[config.mk]
export PLATFORM = sky130hd
export DESIGN_NAME = region_dispatcher
export DESIGN_NICKNAME = d
export VERILOG_FILES = /design/src/rtl/lb_pkg.sv /design/src/rtl/region_select.sv /design/src/rtl/region_dispatcher.sv
export SDC_FILE = /design/constraint.sdc
export NUM_CORES = 2
export LEC_CHECK = 0
export BUFFER_PORTS_ARGS = -buffer_cell sky130_fd_sc_hd__buf_2
export CORE_ASPECT_RATIO = 0.9
export CORE_MARGIN = 2
export CORE_UTILIZATION = 60
export DETAILED_ROUTE_END_ITERATION = 7
export GPL_ROUTABILITY_DRIVEN = 0
export PLACE_DENSITY = 0.78
export SYNTH_ARGS = -nofsm -noshare
export SYNTH_HDL_FRONTEND = slang
export SYNTH_SLANG_ARGS = --single-unit
[constraint.sdc]
create_clock -name aclk -period 27.1 [get_ports aclk]
set_clock_uncertainty 0.2 [all_clocks]
set_input_delay 4.065 -clock aclk [delete_from_list [all_inputs] [get_ports aclk]]
set_output_delay 4.065 -clock aclk [all_outputs]
set_load 0.1 [all_outputs]
[src/rtl/lb_pkg.sv]
// Shared types and helpers for the region dispatcher: meta field layout, FSM states,
// and the 32-bit control word used on pr_ctrl and lb_ctrl.
package lb_pkg;

  localparam int OID_LO = 82;
  localparam int OID_W  = 16;

  typedef enum logic [1:0] {
    IDLE     = 2'd0,
    SELECT   = 2'd1,
    RECONF   = 2'd2,
    DISPATCH = 2'd3
  } state_t;

  function automatic logic [31:0] pack_ctrl(input logic [7:0] region, input logic [15:0] oid);
    return {1'b1, 7'b0, region, oid};
  endfunction

endpackage

[src/rtl/region_select.sv]
// Combinational region choice: lowest-index eligible operator hit, otherwise the
// lowest-index region with the smallest outstanding count (eligibility ignored).
module region_select
  import lb_pkg::*;
#(
  parameter int N_REGIONS         = 4,
  parameter int OPERATOR_ID_WIDTH = 16,
  parameter int CNT_WIDTH         = 8,
  parameter int MAX_OUTSTANDING   = 8,
  parameter int RW                = 2
) (
  input  logic [N_REGIONS*CNT_WIDTH-1:0]         counts,
  input  logic [N_REGIONS*OPERATOR_ID_WIDTH-1:0] oids,
  input  logic [OPERATOR_ID_WIDTH-1:0]           req_oid,
  output logic                                   hit,
  output logic [RW-1:0]                          sel
);

  logic                 found;
  logic [RW-1:0]        hit_idx;
  logic [RW-1:0]        min_idx;
  logic [CNT_WIDTH-1:0] min_cnt;

  always_comb begin
    found   = 1'b0;
    hit_idx = '0;
    min_idx = '0;
    min_cnt = counts[CNT_WIDTH-1:0];
    for (int r = 0; r < N_REGIONS; r++) begin
      if (!found && (counts[r*CNT_WIDTH +: CNT_WIDTH] < CNT_WIDTH'(MAX_OUTSTANDING)) &&
          (oids[r*OPERATOR_ID_WIDTH +: OPERATOR_ID_WIDTH] == req_oid)) begin
        found   = 1'b1;
        hit_idx = RW'(r);
      end
      // Strict less-than keeps the lowest index on ties.
      if (counts[r*CNT_WIDTH +: CNT_WIDTH] < min_cnt) begin
        min_cnt = counts[r*CNT_WIDTH +: CNT_WIDTH];
        min_idx = RW'(r);
      end
    end
    hit = found;
    sel = found ? hit_idx : min_idx;
  end

endmodule

[src/rtl/region_dispatcher.sv]
// Buffers HTTP request metadata, picks a target region (affinity, then least outstanding),
// requests partial reconfiguration on a miss and dispatches with per-region in-flight tracking.
module region_dispatcher
  import lb_pkg::*;
#(
  parameter int  HTTP_META_WIDTH   = 98,
  parameter int  OPERATOR_ID_WIDTH = 16,
  parameter int  N_REGIONS         = 4,
  parameter int  QDEPTH            = 16,
  parameter int  CNT_WIDTH         = 8,
  parameter int  MAX_OUTSTANDING   = 8,
  localparam int RW                = (N_REGIONS > 1) ? $clog2(N_REGIONS) : 1
) (
  input  logic                                   aclk,
  input  logic                                   areset,
  input  logic                                   meta_tvalid,
  output logic                                   meta_tready,
  input  logic [HTTP_META_WIDTH-1:0]             meta_tdata,
  input  logic [N_REGIONS*OPERATOR_ID_WIDTH-1:0] region_oid_in,
  input  logic                                   cmpl_valid,
  input  logic [RW-1:0]                          cmpl_region,
  output logic                                   disp_tvalid,
  input  logic                                   disp_tready,
  output logic [HTTP_META_WIDTH-1:0]             disp_tdata,
  output logic [RW-1:0]                          disp_region,
  output logic [31:0]                            pr_ctrl,
  input  logic                                   pr_done,
  output logic [31:0]                            lb_ctrl,
  output logic                                   err_underflow,
  output logic [1:0]                             fsm_state
);

  // Handshakes: a beat transfers on a rising edge where valid && ready; a producer holds
  // valid and data stable until it transfers. pr_ctrl is a level held until a pr_done pulse.

  localparam int AW   = $clog2(QDEPTH);
  localparam bit POW2 = (N_REGIONS == (1 << RW));

  state_t state, next_state;

  logic [HTTP_META_WIDTH-1:0]       fifo_mem [QDEPTH];
  logic [AW:0]                      wr_ptr, rd_ptr;
  logic                             full, empty, push, pop;

  logic [HTTP_META_WIDTH-1:0]       req_q;
  logic [OID_W-1:0]                 req_oid;
  logic [RW-1:0]                    sel_q, sel_comb;
  logic                             hit_comb;

  logic [CNT_WIDTH-1:0]             cnt [N_REGIONS];
  logic [N_REGIONS*CNT_WIDTH-1:0]   cnt_flat;
  logic [N_REGIONS-1:0]             inc_vec, dec_vec;
  logic                             cmpl_ok, disp_fire, pr_active;
  logic [31:0]                      lb_q;
  logic                             err_q;

  assign empty   = (wr_ptr == rd_ptr);
  assign full    = (wr_ptr[AW] != rd_ptr[AW]) && (wr_ptr[AW-1:0] == rd_ptr[AW-1:0]);
  assign push    = meta_tvalid && !full;
  assign pop     = (state == IDLE) && !empty;
  assign req_oid = req_q[OID_LO +: OID_W];

  assign disp_fire = (state == DISPATCH) && disp_tready;
  // PR may only start once the chosen region has fully drained.
  assign pr_active = (state == RECONF) && (cnt[sel_q] == '0);
  assign cmpl_ok   = cmpl_valid && (POW2 || (32'(cmpl_region) < N_REGIONS));

  always_comb begin
    cnt_flat = '0;
    inc_vec  = '0;
    dec_vec  = '0;
    for (int r = 0; r < N_REGIONS; r++) begin
      cnt_flat[r*CNT_WIDTH +: CNT_WIDTH] = cnt[r];
      inc_vec[r] = disp_fire && (sel_q == RW'(r));
      dec_vec[r] = cmpl_ok && (cmpl_region == RW'(r));
    end
  end

  region_select #(
    .N_REGIONS        (N_REGIONS),
    .OPERATOR_ID_WIDTH(OPERATOR_ID_WIDTH),
    .CNT_WIDTH        (CNT_WIDTH),
    .MAX_OUTSTANDING  (MAX_OUTSTANDING),
    .RW               (RW)
  ) u_select (
    .counts (cnt_flat),
    .oids   (region_oid_in),
    .req_oid(req_q[OID_LO +: OPERATOR_ID_WIDTH]),
    .hit    (hit_comb),
    .sel    (sel_comb)
  );

  always_ff @(posedge aclk) begin
    if (areset) state <= IDLE;
    else        state <= next_state;
  end

  always_comb begin
    next_state = state;
    case (state)
      IDLE:     if (!empty) next_state = SELECT;
      SELECT:   next_state = hit_comb ? DISPATCH : RECONF;
      RECONF:   if (pr_active && pr_done) next_state = DISPATCH;
      DISPATCH: if (disp_tready) next_state = IDLE;
      default:  next_state = IDLE;
    endcase
  end

  always_ff @(posedge aclk) begin
    if (push) fifo_mem[wr_ptr[AW-1:0]] <= meta_tdata;
  end

  always_ff @(posedge aclk) begin
    if (areset) begin
      wr_ptr <= '0;
      rd_ptr <= '0;
      req_q  <= '0;
      sel_q  <= '0;
      lb_q   <= '0;
    end else begin
      if (push) wr_ptr <= wr_ptr + 1'b1;
      if (pop) begin
        rd_ptr <= rd_ptr + 1'b1;
        req_q  <= fifo_mem[rd_ptr[AW-1:0]];
      end
      if (state == SELECT) sel_q <= sel_comb;
      lb_q <= disp_fire ? pack_ctrl(8'(sel_q), req_oid) : 32'd0;
    end
  end

  always_ff @(posedge aclk) begin
    if (areset) begin
      for (int r = 0; r < N_REGIONS; r++) cnt[r] <= '0;
      err_q <= 1'b0;
    end else begin
      for (int r = 0; r < N_REGIONS; r++) begin
        if (inc_vec[r] && !dec_vec[r]) begin
          cnt[r] <= cnt[r] + CNT_WIDTH'(1);
        end else if (dec_vec[r] && !inc_vec[r]) begin
          if (cnt[r] == '0) err_q <= 1'b1;
          else              cnt[r] <= cnt[r] - CNT_WIDTH'(1);
        end
      end
    end
  end

  assign meta_tready   = !full;
  assign disp_tvalid   = (state == DISPATCH);
  assign disp_tdata    = req_q;
  assign disp_region   = sel_q;
  assign pr_ctrl       = pr_active ? pack_ctrl(8'(sel_q), req_oid) : 32'd0;
  assign lb_ctrl       = lb_q;
  assign err_underflow = err_q;
  assign fsm_state     = state;

endmodule
==> results.py <==
metrics = {
    "die": {
        "die_h_um": 322,
        "die_w_um": 358,
        "fp.coreArea_mm2": 0.111,
        "start_util": 0.606,
        "die_area_mm2": 0.115,
        "io_pins": 339,
        "row_count": 116,
    },
    "logic_synthesis": {
        "synth_area_mm2": 0.0675,
        "netlist.top_cell.by_area": "edfxtp_1",
        "synth.most_common_cell": "edfxtp_1",
        "synth_top_area_share": 0.711,
        "syn_inst": 3249,
        "synth_warnings": 0,
        "ys.flop_type": "edfxtp_1",
        "async_flop_share": 0,
        "yosysSeqAreaShare": 0.751,
        "synth_edf_count": 1600,
        "syn_avg_cell_area_um2": 20.8,
        "synth_cell_types": 55,
        "synthTopCellsByCount": "edfxtp_1 (1600), mux4_2 (491), nand2_1 (221)",
        "netlist_top_cells_area": "edfxtp_1 (71%), mux4_2 (16%), dfxtp_1 (4.0%)",
        "synth-seq-cells": 1734,
    },
    "finish": {
        "multi_input_area_mm2": 0.0160,
        "nFillCells": 6661,
        "nets": 3829,
        "seq_area_mm2": 0.0507,
        "areaGrowthSynthToFinish_pct": 12.7,
        "drive_gt1_frac": 0.300,
        "stdcell_area_mm2": 0.0761,
    },
    "critical_path": {
        "crit_path_start_kind": "flip-flop",
        "crit_path_max_fanout": 19,
        "cp.arrival_ns": 3.46,
        "cp-end-kind": "output port",
        "required_ns": 22.84,
        "cp_cell_sequence": "or4_4, nand3b_1, mux4_2, nor2b_1, buf_4, and2_1, buf_2",
        "cp_slowest_cell": "or4_4",
        "reg2reg_slack_ns": 21.51,
        "crit_type": "reg2out",
        "critical-path-max-stage-delay_ns": 0.56,
    },
    "pwr": {
        "leakage_nw": 24.5,
        "clkPwrFrac": 0.313,
        "seq_power_share": 0.433,
        "net-switching-power_w": 0.00229,
        "peakVddDrop_v": 0.000114,
        "p_comb_frac": 0.254,
        "p_per_area_mw_per_mm2": 95.2,
        "p_int_w": 0.00496,
        "swShare": 0.316,
    },
    "sta": {
        "slew_violations": 0,
        "fmax_ghz": 0.129,
        "min_period_over_period": 0.285,
        "whs_ns": 0.252,
        "maxSlewHeadroom": 0.207,
        "hold_viol_final": 0,
        "rsz0062_at_grt": "false",
        "finalSetupViolCount": 0,
        "period_needed_ns": 7.72,
        "tns_ns": 0,
        "worst_pin_slew_ns": 1.19,
    },
    "routing": {
        "avgViaCountPerCell": 6.45,
        "drt-pass1-iter-count": 5,
        "drt-initial-drc-count": 4176,
        "ant_nets": 0,
        "via_count": 33757,
        "drc": 0,
        "wl_per_cell_um": 30.6,
        "wl_um": 160000,
    },
    "grt": {
        "grt_max_degree": 169,
        "grt_pass1_vias": 35041,
        "grt_pass1_wl_um": 237000,
        "antenna_found_initial": 30,
        "grt_use_total": 0.285,
        "grt-ovfl-total": 0,
    },
    "cts": {
        "htree_levels": 4,
        "cts_hold_buf": 0,
        "cts_buffers": 161,
        "ctsResizeCount": 0,
        "cts_tree": "done",
        "cts.clk_slew.worst_paths_ns": 0.06,
        "clock_latency_ns": 0.79,
        "post_cts_buffers": 0,
        "clockBufferDepth": 3,
        "clockRootBuffer": "clkbuf_16",
        "cts_num_sinks": 1734,
    },
    "worst_hold_path": {
        "worstHoldPathType": "reg2reg",
    },
    "run": {
        "maxCapViolCount": 0,
    },
    "place": {
        "numPortBuffers": 312,
        "hpwl_um": 83200,
        "placed_area_mm2": 0.0708,
    },
    "status": {
        "status": "completed",
    },
}
-- per-layer routing --
| metal | track usage | share of wire |
|---|---|---|
| met1 | 0.384 | 0.37 |
| met2 | 0.468 | 0.50 |
| met3 | 0.0657 | 0.097 |
| met4 | 0.0951 | 0.029 |
| met5 | 0 | 0.00055 |
-- area by class of cell --
class,instances,area share
clock inverter,82,0.0123
inverter,39,0.00192
sequential,1734,0.667
tap,1475,0.0242
multi-input combinational,1303,0.210
clock buffer,220,0.0577
timing repair buffer,367,0.0267
antenna,17,0.000559
-- metrics by stage --
stage	utilization	instances	setup WS [ns]	total power, W
6_report	0.683	5237	19.38	0.00725
5_1_grt	0.683	5234	19.24	0.00748
4_1_cts	0.683	5220	19.32	0.00729
3_5_place_dp	0.635	4918	19.21	0.00501
3_3_place_gp	0.635	4918	19.32	0.00499
2_1_floorplan	-	3274	15.11	0.00458
-- cell usage in the layout, fill, tap and decap left out, types with 50 or more instances in the layout --
master     synthesis  layout
mux4_2           491     491
ha_1              50      50
buf_4             28      51
edfxtp_1        1600    1600
a21oi_1          133     132
nor2_1            72      60
xnor2_1           62      62
dfxtp_1          134     130
buf_2             40     311
nand2_1          221     220
clkbuf_16          0     164
-- final timing paths --
check	endpoint	depth (start not counted)	startpoint
setup / recovery	pr_ctrl[16]	7	cnt[2][6]
hold / removal	disp_tdata[20]	2	disp_tdata[20]
setup reg to reg	disp_region[0]	19	cnt[0][1]
hold reg to reg	disp_tdata[20]	2	disp_tdata[20]
-- flip-flops by register name (all words and copies together), names as in the netlist, named ones only --
register,count
fifo_mem,1568
disp_tdata,98
cnt,32
lb_ctrl,19
rd_ptr,5
wr_ptr,5
disp_region,2
fsm_state,2
err_underflow,1
-- cell families after synthesis --
group                    Yosys count  synth area share
flip-flops                      1734             0.751
multiplexers                     499             0.165
AND/OR/NAND/NOR                  429            0.0285
buffers and inverters            237            0.0155
AO/OA/AOI/OAI                    201            0.0173
XOR/XNOR                          95            0.0123
adder cells (fa/ha/maj)           53            0.0102
other                              1         0.0000555
-- power by group through the flow --
stage	clock network (W)	registers [W]	logic (W)
final	0.00227	0.00314	0.00184
after floorplan	0	0.00354	0.00104
after detailed placement	0	0.00319	0.00182
after CTS	0.00230	0.00314	0.00185
after global placement	0	0.00319	0.00180
after global routing	0.00239	0.00315	0.00193
-- critical path: cells and delay by family, from the launching register on --
family	cells	cell delay (ns)
buffers and inverters	2	0.65
DFF	1	0.44
muxes	1	0.51
and+or+nand+nor	4	1.08
No activity file was read; power rests on OpenSTA's default activity.
